## src/rtl/deci_filter_dma_sm_mc_if.sv

```systemverilog
// Channel-side and system-DMA-side signals of the multi-channel decimation DMA request controller.
// The master modport is the controller's view; slave is the surrounding fabric / system DMA.
interface deci_filter_dma_sm_mc_if #(
   parameter int unsigned NUM_CH = 2,
   parameter int unsigned CNT_W  = 9,
   parameter int unsigned CH_W   = (NUM_CH > 1) ? $clog2(NUM_CH) : 1
);
   logic [NUM_CH-1:0]       DMA_Start_i;
   logic [NUM_CH*CNT_W-1:0] DMA_CNT_i;
   logic [NUM_CH-1:0]       RXFIFO_Pop_i;
   logic                    DMA_Active_i;
   logic                    DMA_REQ_o;
   logic                    DMA_Active_o;
   logic [NUM_CH-1:0]       DMA_Grant_o;
   logic                    DMA_Clr_o;
   logic [NUM_CH-1:0]       DMA_DONE_o;
   logic                    DMA_Busy_o;
   logic [CH_W-1:0]         dma_ch_o;
   logic [CNT_W-1:0]        dma_cntr_o;
   logic [1:0]              dma_st_o;

   modport master (
      input  DMA_Start_i, DMA_CNT_i, RXFIFO_Pop_i, DMA_Active_i,
      output DMA_REQ_o, DMA_Active_o, DMA_Grant_o, DMA_Clr_o, DMA_DONE_o,
             DMA_Busy_o, dma_ch_o, dma_cntr_o, dma_st_o
   );

   modport slave (
      output DMA_Start_i, DMA_CNT_i, RXFIFO_Pop_i, DMA_Active_i,
      input  DMA_REQ_o, DMA_Active_o, DMA_Grant_o, DMA_Clr_o, DMA_DONE_o,
             DMA_Busy_o, dma_ch_o, dma_cntr_o, dma_st_o
   );
endinterface

```

## src/rtl/deci_filter_dma_sm_mc.sv

```systemverilog
// Round-robin DMA request controller: shares one system DMA REQ/ACTIVE handshake between
// NUM_CH decimation/I2S receive channels and counts FIFO pops against each channel's terminal count.
module deci_filter_dma_sm_mc #(
   parameter int unsigned NUM_CH = 2,
   parameter int unsigned CNT_W  = 9
) (
   input  logic                    WBs_CLK_i,
   input  logic                    WBs_RST_i,
   input  logic                    EN_i,
   deci_filter_dma_sm_mc_if.master dma_if
);
   localparam int unsigned CH_W = (NUM_CH > 1) ? $clog2(NUM_CH) : 1;

   typedef enum logic [1:0] {
      ST_IDLE  = 2'd0,
      ST_START = 2'd1,
      ST_XFR   = 2'd2,
      ST_DONE  = 2'd3
   } state_e;

   state_e             state_q,  state_d;
   logic               req_q,    req_d;
   logic               clr_q,    clr_d;
   logic               busy_q,   busy_d;
   logic [NUM_CH-1:0]  grant_q,  grant_d;
   logic [NUM_CH-1:0]  done_q,   done_d;
   logic [CH_W-1:0]    ch_q,     ch_d;
   logic [CH_W-1:0]    ptr_q,    ptr_d;
   logic [CNT_W-1:0]   cntr_q,   cntr_d;
   logic               act_s1_q, act_s1_d;
   logic               act_s2_q, act_s2_d;

   logic               arb_found;
   logic [CH_W-1:0]    arb_idx;
   logic [CH_W-1:0]    arb_cand;
   logic [CNT_W-1:0]   term_cnt;
   logic               pop_sel;
   logic               start_sel;

   // Round-robin search: first requesting channel strictly after the last one granted.
   always_comb begin
      arb_found = 1'b0;
      arb_idx   = '0;
      arb_cand  = '0;
      for (int unsigned i = 1; i <= NUM_CH; i++) begin
         arb_cand = CH_W'((32'(ptr_q) + i) % NUM_CH);
         if (!arb_found && dma_if.DMA_Start_i[arb_cand]) begin
            arb_found = 1'b1;
            arb_idx   = arb_cand;
         end
      end
   end

   // Live view of the granted channel's inputs.
   always_comb begin
      term_cnt  = dma_if.DMA_CNT_i[32'(ch_q) * CNT_W +: CNT_W];
      pop_sel   = dma_if.RXFIFO_Pop_i[ch_q];
      start_sel = dma_if.DMA_Start_i[ch_q];
   end

   always_comb begin
      state_d  = state_q;
      req_d    = req_q;
      clr_d    = 1'b0;
      busy_d   = busy_q;
      grant_d  = grant_q;
      done_d   = '0;
      ch_d     = ch_q;
      ptr_d    = ptr_q;
      cntr_d   = cntr_q;
      act_s1_d = dma_if.DMA_Active_i;
      act_s2_d = act_s1_q;

      case (state_q)
         ST_IDLE: begin
            cntr_d = '0;
            if (arb_found) begin
               state_d = ST_START;
               req_d   = 1'b1;
               busy_d  = 1'b1;
               grant_d = NUM_CH'(1) << arb_idx;
               ch_d    = arb_idx;
               ptr_d   = arb_idx;
            end
         end
         ST_START: begin
            // A withdrawn request wins over a coincident ACTIVE.
            if (!start_sel) begin
               state_d = ST_IDLE;
               req_d   = 1'b0;
               busy_d  = 1'b0;
               grant_d = '0;
               ch_d    = '0;
            end else if (act_s2_q) begin
               state_d = ST_XFR;
               req_d   = 1'b0;
               clr_d   = 1'b1;
            end
         end
         ST_XFR: begin
            if (pop_sel) begin
               cntr_d = cntr_q + CNT_W'(1);
            end
            if (cntr_q == term_cnt) begin
               state_d = ST_DONE;
               done_d  = grant_q;
            end
         end
         ST_DONE: begin
            state_d = ST_IDLE;
            busy_d  = 1'b0;
            grant_d = '0;
            ch_d    = '0;
            cntr_d  = '0;
         end
         default: begin
            state_d = ST_IDLE;
         end
      endcase

      // Disable behaves as a synchronous reset of every flop.
      if (!EN_i) begin
         state_d  = ST_IDLE;
         req_d    = 1'b0;
         clr_d    = 1'b0;
         busy_d   = 1'b0;
         grant_d  = '0;
         done_d   = '0;
         ch_d     = '0;
         ptr_d    = CH_W'(NUM_CH - 1);
         cntr_d   = '0;
         act_s1_d = 1'b0;
         act_s2_d = 1'b0;
      end
   end

   always_ff @(posedge WBs_CLK_i or posedge WBs_RST_i) begin
      if (WBs_RST_i) begin
         state_q  <= ST_IDLE;
         req_q    <= 1'b0;
         clr_q    <= 1'b0;
         busy_q   <= 1'b0;
         grant_q  <= '0;
         done_q   <= '0;
         ch_q     <= '0;
         ptr_q    <= CH_W'(NUM_CH - 1);
         cntr_q   <= '0;
         act_s1_q <= 1'b0;
         act_s2_q <= 1'b0;
      end else begin
         state_q  <= state_d;
         req_q    <= req_d;
         clr_q    <= clr_d;
         busy_q   <= busy_d;
         grant_q  <= grant_d;
         done_q   <= done_d;
         ch_q     <= ch_d;
         ptr_q    <= ptr_d;
         cntr_q   <= cntr_d;
         act_s1_q <= act_s1_d;
         act_s2_q <= act_s2_d;
      end
   end

   assign dma_if.DMA_REQ_o    = req_q;
   assign dma_if.DMA_Active_o = act_s2_q;
   assign dma_if.DMA_Grant_o  = grant_q;
   assign dma_if.DMA_Clr_o    = clr_q;
   assign dma_if.DMA_DONE_o   = done_q;
   assign dma_if.DMA_Busy_o   = busy_q;
   assign dma_if.dma_ch_o     = ch_q;
   assign dma_if.dma_cntr_o   = cntr_q;
   assign dma_if.dma_st_o     = state_q;
endmodule

```

## src/flat_wrapper.sv

```systemverilog
// flat-port wrapper written by rule: the top's interface ports become plain ports
module deci_filter_dma_sm_mc_flat 
#(
   parameter int unsigned NUM_CH = 2,
   parameter int unsigned CNT_W  = 9
)
  (WBs_CLK_i, WBs_RST_i, EN_i, dma_if_DMA_Start_i, dma_if_DMA_CNT_i, dma_if_RXFIFO_Pop_i, dma_if_DMA_Active_i, dma_if_DMA_REQ_o, dma_if_DMA_Active_o, dma_if_DMA_Grant_o, dma_if_DMA_Clr_o, dma_if_DMA_DONE_o, dma_if_DMA_Busy_o, dma_if_dma_ch_o, dma_if_dma_cntr_o, dma_if_dma_st_o);
  deci_filter_dma_sm_mc_if #(.NUM_CH(NUM_CH), .CNT_W(CNT_W)) dma_if_i ();
  input  logic WBs_CLK_i;
  input  logic WBs_RST_i;
  input  logic EN_i;
  input wire logic [$bits(dma_if_i.DMA_Start_i)-1:0] dma_if_DMA_Start_i;
  input wire logic [$bits(dma_if_i.DMA_CNT_i)-1:0] dma_if_DMA_CNT_i;
  input wire logic [$bits(dma_if_i.RXFIFO_Pop_i)-1:0] dma_if_RXFIFO_Pop_i;
  input wire logic [$bits(dma_if_i.DMA_Active_i)-1:0] dma_if_DMA_Active_i;
  output wire logic [$bits(dma_if_i.DMA_REQ_o)-1:0] dma_if_DMA_REQ_o;
  output wire logic [$bits(dma_if_i.DMA_Active_o)-1:0] dma_if_DMA_Active_o;
  output wire logic [$bits(dma_if_i.DMA_Grant_o)-1:0] dma_if_DMA_Grant_o;
  output wire logic [$bits(dma_if_i.DMA_Clr_o)-1:0] dma_if_DMA_Clr_o;
  output wire logic [$bits(dma_if_i.DMA_DONE_o)-1:0] dma_if_DMA_DONE_o;
  output wire logic [$bits(dma_if_i.DMA_Busy_o)-1:0] dma_if_DMA_Busy_o;
  output wire logic [$bits(dma_if_i.dma_ch_o)-1:0] dma_if_dma_ch_o;
  output wire logic [$bits(dma_if_i.dma_cntr_o)-1:0] dma_if_dma_cntr_o;
  output wire logic [$bits(dma_if_i.dma_st_o)-1:0] dma_if_dma_st_o;
  assign dma_if_i.DMA_Start_i = dma_if_DMA_Start_i;
  assign dma_if_i.DMA_CNT_i = dma_if_DMA_CNT_i;
  assign dma_if_i.RXFIFO_Pop_i = dma_if_RXFIFO_Pop_i;
  assign dma_if_i.DMA_Active_i = dma_if_DMA_Active_i;
  assign dma_if_DMA_REQ_o = dma_if_i.DMA_REQ_o;
  assign dma_if_DMA_Active_o = dma_if_i.DMA_Active_o;
  assign dma_if_DMA_Grant_o = dma_if_i.DMA_Grant_o;
  assign dma_if_DMA_Clr_o = dma_if_i.DMA_Clr_o;
  assign dma_if_DMA_DONE_o = dma_if_i.DMA_DONE_o;
  assign dma_if_DMA_Busy_o = dma_if_i.DMA_Busy_o;
  assign dma_if_dma_ch_o = dma_if_i.dma_ch_o;
  assign dma_if_dma_cntr_o = dma_if_i.dma_cntr_o;
  assign dma_if_dma_st_o = dma_if_i.dma_st_o;
  deci_filter_dma_sm_mc #(.NUM_CH(NUM_CH), .CNT_W(CNT_W)) u_core (.WBs_CLK_i(WBs_CLK_i), .WBs_RST_i(WBs_RST_i), .EN_i(EN_i), .dma_if(dma_if_i));
endmodule
```

## config.mk

```make
export PLATFORM = sky130hd
export DESIGN_NAME = deci_filter_dma_sm_mc_flat
export DESIGN_NICKNAME = d
export VERILOG_FILES = /design/src/rtl/deci_filter_dma_sm_mc_if.sv /design/src/rtl/deci_filter_dma_sm_mc.sv /design/src/flat_wrapper.sv
export SDC_FILE = /design/constraint.sdc
export NUM_CORES = 1
export LEC_CHECK = 0
export BUFFER_PORTS_ARGS = -buffer_cell sky130_fd_sc_hd__buf_4
export CORE_UTILIZATION = 44
export CTS_CLUSTER_SIZE = 30
export DETAILED_ROUTE_END_ITERATION = 10
export PLACE_DENSITY = 0.76
export SLEW_MARGIN = 20
export SYNTH_ARGS = -nofsm -noshare
export SYNTH_HDL_FRONTEND = slang
export SYNTH_SLANG_ARGS = --single-unit
```

## constraint.sdc

```tcl
create_clock -name WBs_CLK_i -period 1.7 [get_ports WBs_CLK_i]
set_input_delay 0.255 -clock WBs_CLK_i [delete_from_list [all_inputs] [get_ports WBs_CLK_i]]
set_output_delay 0.255 -clock WBs_CLK_i [all_outputs]
set_load 0.1 [all_outputs]
```

==> results of run 1 <==
layer usage:
layer  GRT usage [%]  wire length (um)  share of wire (%)  vias to the layer above
met2            38.9              1800                 51                       45
met3            3.95               172                4.9                        7
li1                -                 -                  -                      580
met1            28.7              1470                 42                      582
met5               0                 0                  0                        -
met4            8.21                78                2.2                        0
final cells by class:
cell class	count	area, um^2	share of cell area (%)
Sequential cell	21	539	27.2
Multi-Input combinational cell	94	825	41.5
Inverter	8	32.5	1.64
Tap cell	31	38.8	1.95
Clock buffer	3	22.5	1.13
Timing Repair Buffer	66	520	26.2
Clock inverter	1	7.51	0.378
metrics by stage:
stage / util (%) / TNS, ns
final: 72.6 / -2.03
after global routing: 72.6 / -3.24
after CTS: 69.7 / -1.56
after detailed placement: 63.8 / -1.71
after global placement: 63.8 / -0.832
after floorplan: - / -3.96
layout by cell type (no fill, tap or decap), types with 2 or more instances in the layout:
master and instances:
xor2_1 9, and4_4 2, buf_4 60, nand3_1 4, inv_1 6, nor2_1 8
a21oi_2 3, xnor2_1 5, clkbuf_4 3, mux2i_1 9, o211ai_1 2, or3_1 2
buf_6 4, dfrtp_4 3, nand2_1 6, nor3_1 2, o21ai_1 2, dfrtp_1 16
mux2i_2 2, mux2i_4 2, o21ai_0 5, nand4_1 5, mux2_4 2, ha_4 3
and2_1 2, a21oi_1 3
kinds of logic (layout without fill, tap and decap cells):
kind of cell	Yosys count	after routing	share of synthesized area, %
compound gates	21	21	9.96
xor+xnor	14	14	9.66
buf+inv	12	78	5.33
fa+ha+maj	5	5	4.93
flops	21	21	41.5
simple gates	39	39	16.6
mux	15	15	12.0
how the worst max path moves through the flow:
stage / slack [ns] / start / endpoint
6_report: -0.23 / u_core.dma_if.DMA_Grant_o[1] / u_core.dma_if.dma_st_o[1]
5_1_grt: -0.33 / u_core.dma_if.DMA_Grant_o[1] / u_core.dma_if.dma_st_o[1]
4_1_cts: -0.18 / u_core.dma_if.DMA_Grant_o[1] / u_core.dma_if.dma_st_o[1]
3_5_place_dp: -0.28 / u_core.dma_if.DMA_Grant_o[1] / u_core.dma_if.dma_st_o[1]
3_3_place_gp: -0.14 / u_core.dma_if.dma_st_o[0] / u_core.dma_if.dma_cntr_o[5]
2_1_floorplan: -0.43 / u_core.dma_if.DMA_Grant_o[1] / u_core.dma_if.dma_st_o[1]
state kept, by name, summed over array words and instances, names as in the netlist:
name / flops
u_core.act_s1_q: 1
u_core.dma_if.DMA_Active_o: 1
u_core.dma_if.DMA_Busy_o: 1
u_core.dma_if.DMA_Clr_o: 1
u_core.dma_if.DMA_DONE_o: 2
u_core.dma_if.DMA_Grant_o: 2
u_core.dma_if.DMA_REQ_o: 1
u_core.dma_if.dma_cntr_o: 9
u_core.dma_if.dma_st_o: 2
u_core.ptr_q: 1
power by group:
part	switching [mW]	internal (mW)
registers	0.0914	0.595
logic	1.07	0.714
clock network	0.165	0.0899
total	1.33	1.40
what timing repair did:
action | 4_1_cts | 5_1_grt
hold endpoints to repair | 20 | 0
hold buffers | 1 | 0
cloned | 0 | 0
gates resized for setup | 18 | 14
pin swaps | 6 | 2
endpoints found under the setup margin | 15 | 18
setup buffers | 5 | 3
critical path, cell delays in order, from the launching register on:
cell,delay [ns]
dfrtp_4,0.55
mux2i_2,0.21
xor2_1,0.22
nand3_1,0.15
nor4_4,0.34
o31a_2,0.19
mux2i_1,0.19
==> qor.yml, run 1 <==
status:
  status: "finished with violations"
  violations: "negative setup slack"
layout:
  stdcell_area_um2: 1990
  area_growth_pct: 56.5
  fin_cells: 224
  drive_above_1_share_pct: 51.3
  fill_cells: 190
  antennaDiodeCount: 0
  nNetsFinal: 225
worst_hold_path:
  hold_path.class: "input port to flop"
  hold_end: "u_core.act_s1_q"
  worstHoldStart: "dma_if_DMA_Active_i"
  hold_path_depth: 2
detailed_routing:
  drtAntennaViolNets: 0
  vias: 1214
  postRouteWirelength_um: 3510
  avgViaCountPerCell: 5.42
  drcViolationCount: 0
  drt_iter0_drc: 63
  avgRoutedWirePerCell_um: 15.7
  first_pass_iters: 4
die:
  num_rows: 19
  start_util_pct: 46.4
  die_h_um: 55.7
  die_area_um2: 3100
  pin_count: 46
  die_x_um: 55.7
  core_region_area_um2: 2730
timing:
  timing.fmax_ghz: 0.517
  period_share_pct: 114
  hold_viol: 0
  fin_skew_ns: 0.0165
  whs_ns: 0.137
  rsz0062_at_grt: "true"
  setup_viol: 14
  finalMaxSlewViolations: 0
  relSlewSlack_pct: 71.5
  final.setup.worst_slack_ns: -0.235
  period_needed_ns: 1.93
  tightest_slew_ns: 0.426
global_routing:
  antenna_found_initial: 0
  grt_pass1_vias: 1215
  grt_usage_pct: 22.7
  grt_pass1_wl_um: 5550
  grt_max_degree: 22
  grt_overflow: 0
placement:
  place_inst: 211
  gp_congestion: 0.848
  io_buffers: 45
  placed_cell_area_um2: 1750
  place_hpwl_um: 2390
  pre_cts_slack_ns: -0.283
yosys:
  synth_top_cell_by_area: "dfrtp_1"
  synth_area_leaders: "dfrtp_1 39%, mux2i_1 10%, xor2_1 6.2%"
  syn_nets: 158
  synth_commonest_cells: "20 x dfrtp_1, 13 x mux2i_1, 9 x nor2_1, 9 x xor2_1, 8 x inv_1"
  synthDominantCellAreaShare_pct: 39.4
  syn_area_per_cell_um2: 9.99
  yosys_register_bits: 21
  synth_area_um2: 1270
  synthFlopType: "dfrtp_1"
  synth_async_sr_flop_share_pct: 100
  netlist_instances: 127
  yosys_warnings: 0
  yosysMostFrequentCell: "dfrtp_1"
  yosysSeqAreaShare_pct: 41.5
  synth_edf_count: 0
  synth.distinct_cells: 32
setup_path:
  r2r-start: "u_core.dma_if.DMA_Grant_o[1]"
  timing.rr.end: "u_core.dma_if.dma_st_o[1]"
  worst-setup-path-type: "flop to flop"
  crit_required_ns: 1.95
  arrival_ns: 2.18
  ff2ff_setup_slack_ns: -0.23
  worstSetupEndpointType: "flop"
  path_max_fanout: 7
  critPathLaunchType: "flop"
  r2r_cells: 6
pwr:
  vdd_drop_max_mv: 1.34
  p_leak_nw: 0.898
  power.density_nw_per_um2: 1380
  power_mw: 2.73
clock_network:
  cts_made_buffers: 3
  clkTransAtPathRegs_ns: 0.13
  insertion_delay_ns: 0.32
  cts_root_buf: "clkbuf_4"
  tritoncts: "built"
  clock-sinks: 21
  cts-htree-levels: 1
  cts_buffer_depth: 2
run:
  maxCapViolCount: 0
Note: power is estimated with default switching activity, not from simulation.
==> run 2: changes to the inputs <==
--- a/config.mk
+++ b/config.mk
@@ -6,6 +6,7 @@
 export NUM_CORES = 1
 export LEC_CHECK = 0
 export BUFFER_PORTS_ARGS = -buffer_cell sky130_fd_sc_hd__buf_4
+export CORE_MARGIN = 2
 export CORE_UTILIZATION = 44
 export CTS_CLUSTER_SIZE = 30
 export DETAILED_ROUTE_END_ITERATION = 10
==> run 2 against run 1 <==
Effect of this change: the run still ends with negative setup slack left; critical path depth increased by 2; total power fell by 1.9%; sequential cell count is the same; critical endpoint unchanged; clock power is 4% lower; routed wire length grew 3.8%; sequential power shrank 0.9%.
==> qor.yml, run 2 (synthesis gave the netlist of run 1 again) <==
status:
  status: "finished with violations"
  violations: "negative setup slack"
clock_network:
  clkTransAtPathRegs_ns: 0.12  # about the same
  cts-htree-levels: 1  # unchanged
  tritoncts: "built"
  insertion_delay_ns: 0.31  # about the same
  clock-sinks: 21  # unchanged
  cts_made_buffers: 3  # unchanged
  cts_buffer_depth: 2  # unchanged
  cts_root_buf: "clkbuf_4"
setup_path:
  crit_required_ns: 1.94  # about the same
  crit_top_cell: "mux2i_2"
  r2r_cells: 8  # +2
  worst-setup-path-type: "flop to flop"
  critical_path.slowest_cell: "dfrtp_4"
  worstSetupEndpointType: "flop"
  ff2ff_setup_slack_ns: -0.25  # about the same
  path_delay_family: "flip-flops"
  worstPathCellList: "buf_6 > mux2i_2 > xor2_1 > nand4_1 > nor4_2 > buf_4 > o31a_4 > mux2i_2"
  arrival_ns: 2.18  # about the same
  cp_num_buf_inv: 2  # +2
  cp_slowest_stage_delay_ns: 0.55  # about the same
  path_max_fanout: 6  # -1
  critPathLaunchType: "flop"
  worst-path-stages: 8  # +2
layout:
  mostFrequentLayoutCell: "buf_4"
  final_cell_mix: "62 x buf_4, 16 x dfrtp_1, 9 x xor2_1, 8 x nor2_1, 7 x mux2i_1"
  nNetsFinal: 224  # -0.44%
  antennaDiodeCount: 0  # unchanged
  drive_above_1_share_pct: 51.6  # +0.27 points
  largest_reg_flops: 9  # unchanged
  stdcell_area_um2: 1960  # -1.4%
  area_growth_pct: 54.3
  fin_cells: 223  # -0.45%
pwr:
  p_leak_nw: 0.911  # +1.4%
  power.density_nw_per_um2: 1370  # -0.49%
  vdd_drop_max_mv: 1.62  # +21%
detailed_routing:
  met3WireLength_um: 246  # +43%
  wl_met1_um: 1480  # +1.2%
  drcViolationCount: 0  # unchanged
  avgViaCountPerCell: 5.66  # +4.4%
  drtAntennaViolNets: 0  # unchanged
  first_pass_iters: 4  # unchanged
  drt_iter0_drc: 37  # -41%
  vias: 1262  # +4.0%
  top_layer: "met4"
  postRouteWirelength_um: 3640  # +3.8%
  wl_met2_um: 1800  # +0.45%
  avgRoutedWirePerCell_um: 16.3  # +4.3%
worst_hold_path:
  hold_path_depth: 2  # unchanged
  hold_path.class: "input port to flop"
timing:
  setup_viol: 11  # -3
  timing.fmax_ghz: 0.514  # -0.57%
  finalMaxSlewViolations: 0  # unchanged
  relSlewSlack_pct: 70.9  # -0.59 points
  hold_viol: 0  # unchanged
  period_share_pct: 114  # +0.65 points
  period_needed_ns: 1.95  # +0.0110 ns
  final.setup.worst_slack_ns: -0.246  # -0.0110 ns
  whs_ns: 0.144  # +0.00705 ns
  rsz0062_at_grt: "true"
  fin_skew_ns: 0.0122  # -0.00426 ns
  tightest_slew_ns: 0.435  # +0.00884 ns
run:
  maxCapViolCount: 0  # unchanged
placement:
  place_inst: 215  # +1.9%
  place_hpwl_um: 2500  # +4.7%
  gp_congestion: 0.837  # -1.3%
  io_buffers: 45  # unchanged
  placed_cell_area_um2: 1780  # +1.7%
die:
  die_x_um: 57.7  # +3.6%
  die_h_um: 57.7  # +3.6%
  pin_count: 46  # unchanged
  num_rows: 19  # unchanged
  die_area_um2: 3330  # +7.3%
  core_region_area_um2: 2760  # +0.87%
  start_util_pct: 46.0  # -0.40 points
global_routing:
  grt_pass1_wl_um: 5200  # -6.3%
  grt_overflow: 0  # unchanged
  grt_pass1_vias: 1140  # -6.2%
  grt_usage_pct: 20.4  # -2.3 points
  grt_max_degree: 22  # unchanged
  antenna_found_initial: 0  # unchanged
==> run 2: changes by cell type in the layout (fill, tap and decap cells not counted), moves of 2 or more <==
cell	change
buf_4	+2
buf_6	-2
mux2i_1	-2
mux2i_2	+2
==> run 2: report_power, final <==
| part | switching, mW | total [mW] | internal (mW) | leakage [nW] |
|---|---|---|---|---|
| clock network | 0.153 | 0.245 | 0.0917 | 0.0150 |
| logic | 1.07 | 1.75 | 0.680 | 0.621 |
| registers | 0.0861 | 0.681 | 0.595 | 0.275 |
==> run 2: stage by stage <==
stage | power, mW | util (%) | worst slack, ns | setup TNS [ns]
final | 2.68 | 71.0 | -0.246 | -1.86
after global routing | 2.81 | 71.0 | -0.355 | -2.99
after CTS | 2.50 | 66.6 | -0.253 | -1.82
after detailed placement | 2.19 | 64.4 | -0.214 | -1.54
after global placement | 2.16 | 64.4 | -0.119 | -0.712
after floorplan | 1.79 | - | -0.433 | -3.96
==> run 2: layer usage <==
layer	global-route usage [%]	up-vias
met5	0	-
met4	8.64	0
met3	3.13	10
met2	32.5	61
met1	27.7	608
li1	-	583
==> run 2: final cells by class <==
| type | instances | area [um^2] |
|---|---|---|
| inverters | 8 | 32.5 |
| well taps | 31 | 38.8 |
| repair buffers | 65 | 498 |
| flip-flops and latches | 21 | 539 |
| multi-input cells | 94 | 823 |
| clock buffers | 4 | 26.3 |
| fillers | 196 | 800 |
==> run 2: path summary, 6_finish.rpt <==
check	startpoint	to
min	dma_if_DMA_Active_i	u_core.act_s1_q
max	u_core.dma_if.DMA_Grant_o[1]	u_core.dma_if.dma_st_o[1]
min in group asynchronous	WBs_RST_i	u_core.dma_if.DMA_Grant_o[1]
max in group asynchronous	WBs_RST_i	u_core.ptr_q
max reg2reg	u_core.dma_if.DMA_Grant_o[1]	u_core.dma_if.dma_st_o[1]
min reg2reg	u_core.act_s1_q	u_core.dma_if.DMA_Active_o
==> run 2: timing repair <==
item | CTS | global route
endpoints found under the hold margin | 20 | 0
setup buffers | 0 | 3
hold buffers | 1 | 0
gates cloned | 0 | 0
pin swaps | 3 | 2
endpoints found under the setup margin | 13 | 15
resized for setup | 5 | 25
==> run 3: changes to the inputs <==
--- a/config.mk
+++ b/config.mk
@@ -11,6 +11,7 @@
 export CTS_CLUSTER_SIZE = 30
 export DETAILED_ROUTE_END_ITERATION = 10
 export PLACE_DENSITY = 0.76
+export RECOVER_POWER = 50
 export SLEW_MARGIN = 20
 export SYNTH_ARGS = -nofsm -noshare
 export SYNTH_HDL_FRONTEND = slang
==> run 3 against run 2 <==
Effect of this change: routed wire length up 0.22%; the run still ends with negative setup slack left; count of clock-buffer cells in the layout did not move; sequential power about the same; clock skew fell by 0.0028 ns; core utilization is 0.54 points lower; setup slack better by 0.00094 ns; via count down 1.1%; cell area decreased by 0.77%; total power fell by 1.5%; clock power about the same; first-iteration DRC count is 19% lower; combinational power decreased by 2%.
==> qor.yml, run 3 (synthesis gave the netlist of run 1 again) <==
clock_network:
  cts_buffer_depth: 2  # unchanged
  cts-htree-levels: 1  # unchanged
  insertion_delay_ns: 0.31  # about the same
  tritoncts: "built"
  clock-sinks: 21  # unchanged
  clkTransAtPathRegs_ns: 0.12  # about the same
  cts_made_buffers: 3  # unchanged
  cts_root_buf: "clkbuf_4"
setup_path:
  cp_slowest_stage_delay_ns: 0.55  # about the same
  worst-setup-path-type: "flop to flop"
  critical_path.slowest_cell: "dfrtp_4"
  crit_required_ns: 1.94  # about the same
  path_max_fanout: 6  # unchanged
  path_delay_family: "flip-flops"
  ff2ff_setup_slack_ns: -0.24  # about the same
  worstPathCellList: "buf_6 > mux2i_2 > xor2_1 > nand4_1 > nor4_2 > buf_4 > o31a_4 > mux2i_2"
  cp_num_buf_inv: 2  # unchanged
  critPathLaunchType: "flop"
  worstSetupEndpointType: "flop"
  arrival_ns: 2.18  # about the same
  crit_top_cell: "mux2i_2"
layout:
  final_cell_mix: "60 x buf_4, 16 x dfrtp_1, 9 x xor2_1, 8 x nor2_1, 7 x mux2i_1"
  drive_above_1_share_pct: 51.0  # -0.52 points
  stdcell_area_um2: 1940  # -0.77%
  nNetsFinal: 224  # unchanged
  area_growth_pct: 53.2
  antennaDiodeCount: 0  # unchanged
  mostFrequentLayoutCell: "buf_4"
  final_util_pct: 70.5  # -0.54 points
  fill_cells: 199  # +1.5%
  largest_reg_flops: 9  # unchanged
die:
  die_area_um2: 3330  # unchanged
  core_region_area_um2: 2760  # unchanged
  die_x_um: 57.7  # unchanged
  start_util_pct: 46.0  # unchanged
  die_h_um: 57.7  # unchanged
  num_rows: 19  # unchanged
  pin_count: 46  # unchanged
global_routing:
  antenna_found_initial: 0  # unchanged
  grt_overflow: 0  # unchanged
  grt_pass1_wl_um: 5200  # unchanged
  grt_usage_pct: 20.4  # unchanged
  grt_pass1_vias: 1140  # unchanged
  grt_max_degree: 22  # unchanged
placement:
  gp_congestion: 0.837  # unchanged
  pre_cts_slack_ns: -0.214  # unchanged
  place_hpwl_um: 2500  # unchanged
  io_buffers: 45  # unchanged
  placed_cell_area_um2: 1780  # unchanged
timing:
  relSlewSlack_pct: 64.3  # -6.6 points
  final.setup.worst_slack_ns: -0.245  # +0.000938 ns
  finalMaxSlewViolations: 0  # unchanged
  tightest_slew_ns: 0.535  # +0.101 ns
  period_needed_ns: 1.94  # -0.000938 ns
  fin_skew_ns: 0.00943  # -0.00281 ns
  rsz0062_at_grt: "true"
  timing.fmax_ghz: 0.514  # about the same
  setup_viol: 14  # +3
  period_share_pct: 114  # about the same
  hold_viol: 0  # unchanged
detailed_routing:
  drcViolationCount: 0  # unchanged
  first_pass_iters: 4  # unchanged
  drtAntennaViolNets: 0  # unchanged
  avgRoutedWirePerCell_um: 16.4  # +0.22%
  avgViaCountPerCell: 5.60  # -1.1%
  vias: 1248  # -1.1%
  postRouteWirelength_um: 3650  # +0.22%
  drt_iter0_drc: 30  # -19%
pwr:
  power.density_nw_per_um2: 1360  # -0.77%
  power_mw: 2.64  # -1.5%
  p_switching_mw: 1.31  # -0.43%
  p_seq_share_pct: 25.8  # +0.4 points
  clkPwrFrac_pct: 9.4  # +0.3 points
  vdd_drop_max_mv: 1.62  # -0.20%
  pwr-share-comb_pct: 64.8  # -0.6 points
  p_leak_nw: 0.909  # -0.20%
  p_sw_share_pct: 49.6  # +0.55 points
  p_int_mw: 1.33  # -2.6%
status:
  violations: "negative setup slack"
  status: "finished with violations"
run:
  maxCapViolCount: 0  # unchanged
worst_hold_path:
  hold_path.class: "input port to flop"
## run 3: final timing paths
path                                                    from                          end  cells past startpoint
worst max-delay path            u_core.dma_if.DMA_Grant_o[1]    u_core.dma_if.dma_st_o[1]                      8
worst min-delay path                     dma_if_DMA_Active_i              u_core.act_s1_q                      2
worst max register to register  u_core.dma_if.DMA_Grant_o[1]    u_core.dma_if.dma_st_o[1]                      8
worst min register to register               u_core.act_s1_q   u_core.dma_if.DMA_Active_o                      1
max in group asynchronous                          WBs_RST_i    u_core.dma_if.dma_st_o[0]                      4
min in group asynchronous                          WBs_RST_i  u_core.dma_if.DMA_DONE_o[1]                      4
## run 3: per-layer routing
metal	share of wire [%]	track usage, %	wire length (um)	vias to the layer above
met5	0	0	0	-
met4	3.0	8.64	110	0
met3	6.7	3.13	244	10
met2	49	32.5	1790	57
met1	41	27.7	1510	602
li1	-	-	-	579
## run 3: area by class of cell
cell class,instances,area [um^2],area share [%]
flip-flops and latches,21,539,27.8
multi-input cells,94,811,41.7
clock buffers,4,26.3,1.35
inverters,8,32.5,1.67
repair buffers,65,495,25.5
well taps,31,38.8,2.00
## run 3: what timing repair did
action                                  4_1_cts  5_1_grt
resized for setup                             5       25
hold buffers                                  1        0
endpoints found under the hold margin        20        0
pin swaps                                     3        2
cloned                                        0        0
endpoints found under the setup margin       13       15
setup buffers                                 0        3
## run 3: metrics by stage
stage	hold slack (ns)	setup TNS, ns	instances
detailed placement	0.315	-1.54	215
global placement	0.309	-0.712	215
finish	0.145	-2.02	223
global route	0.131	-3.24	223
floorplan	0.231	-3.96	127
CTS	0.147	-1.82	220
## run 3: power groups by stage
stage,Combinational (mW),Clock (mW),Sequential (mW)
5_1_grt,1.80,0.279,0.692
3_5_place_dp,1.51,0,0.687
6_report,1.71,0.247,0.681
2_1_floorplan,0.641,0,1.15
4_1_cts,1.57,0.248,0.679
3_3_place_gp,1.48,0,0.681
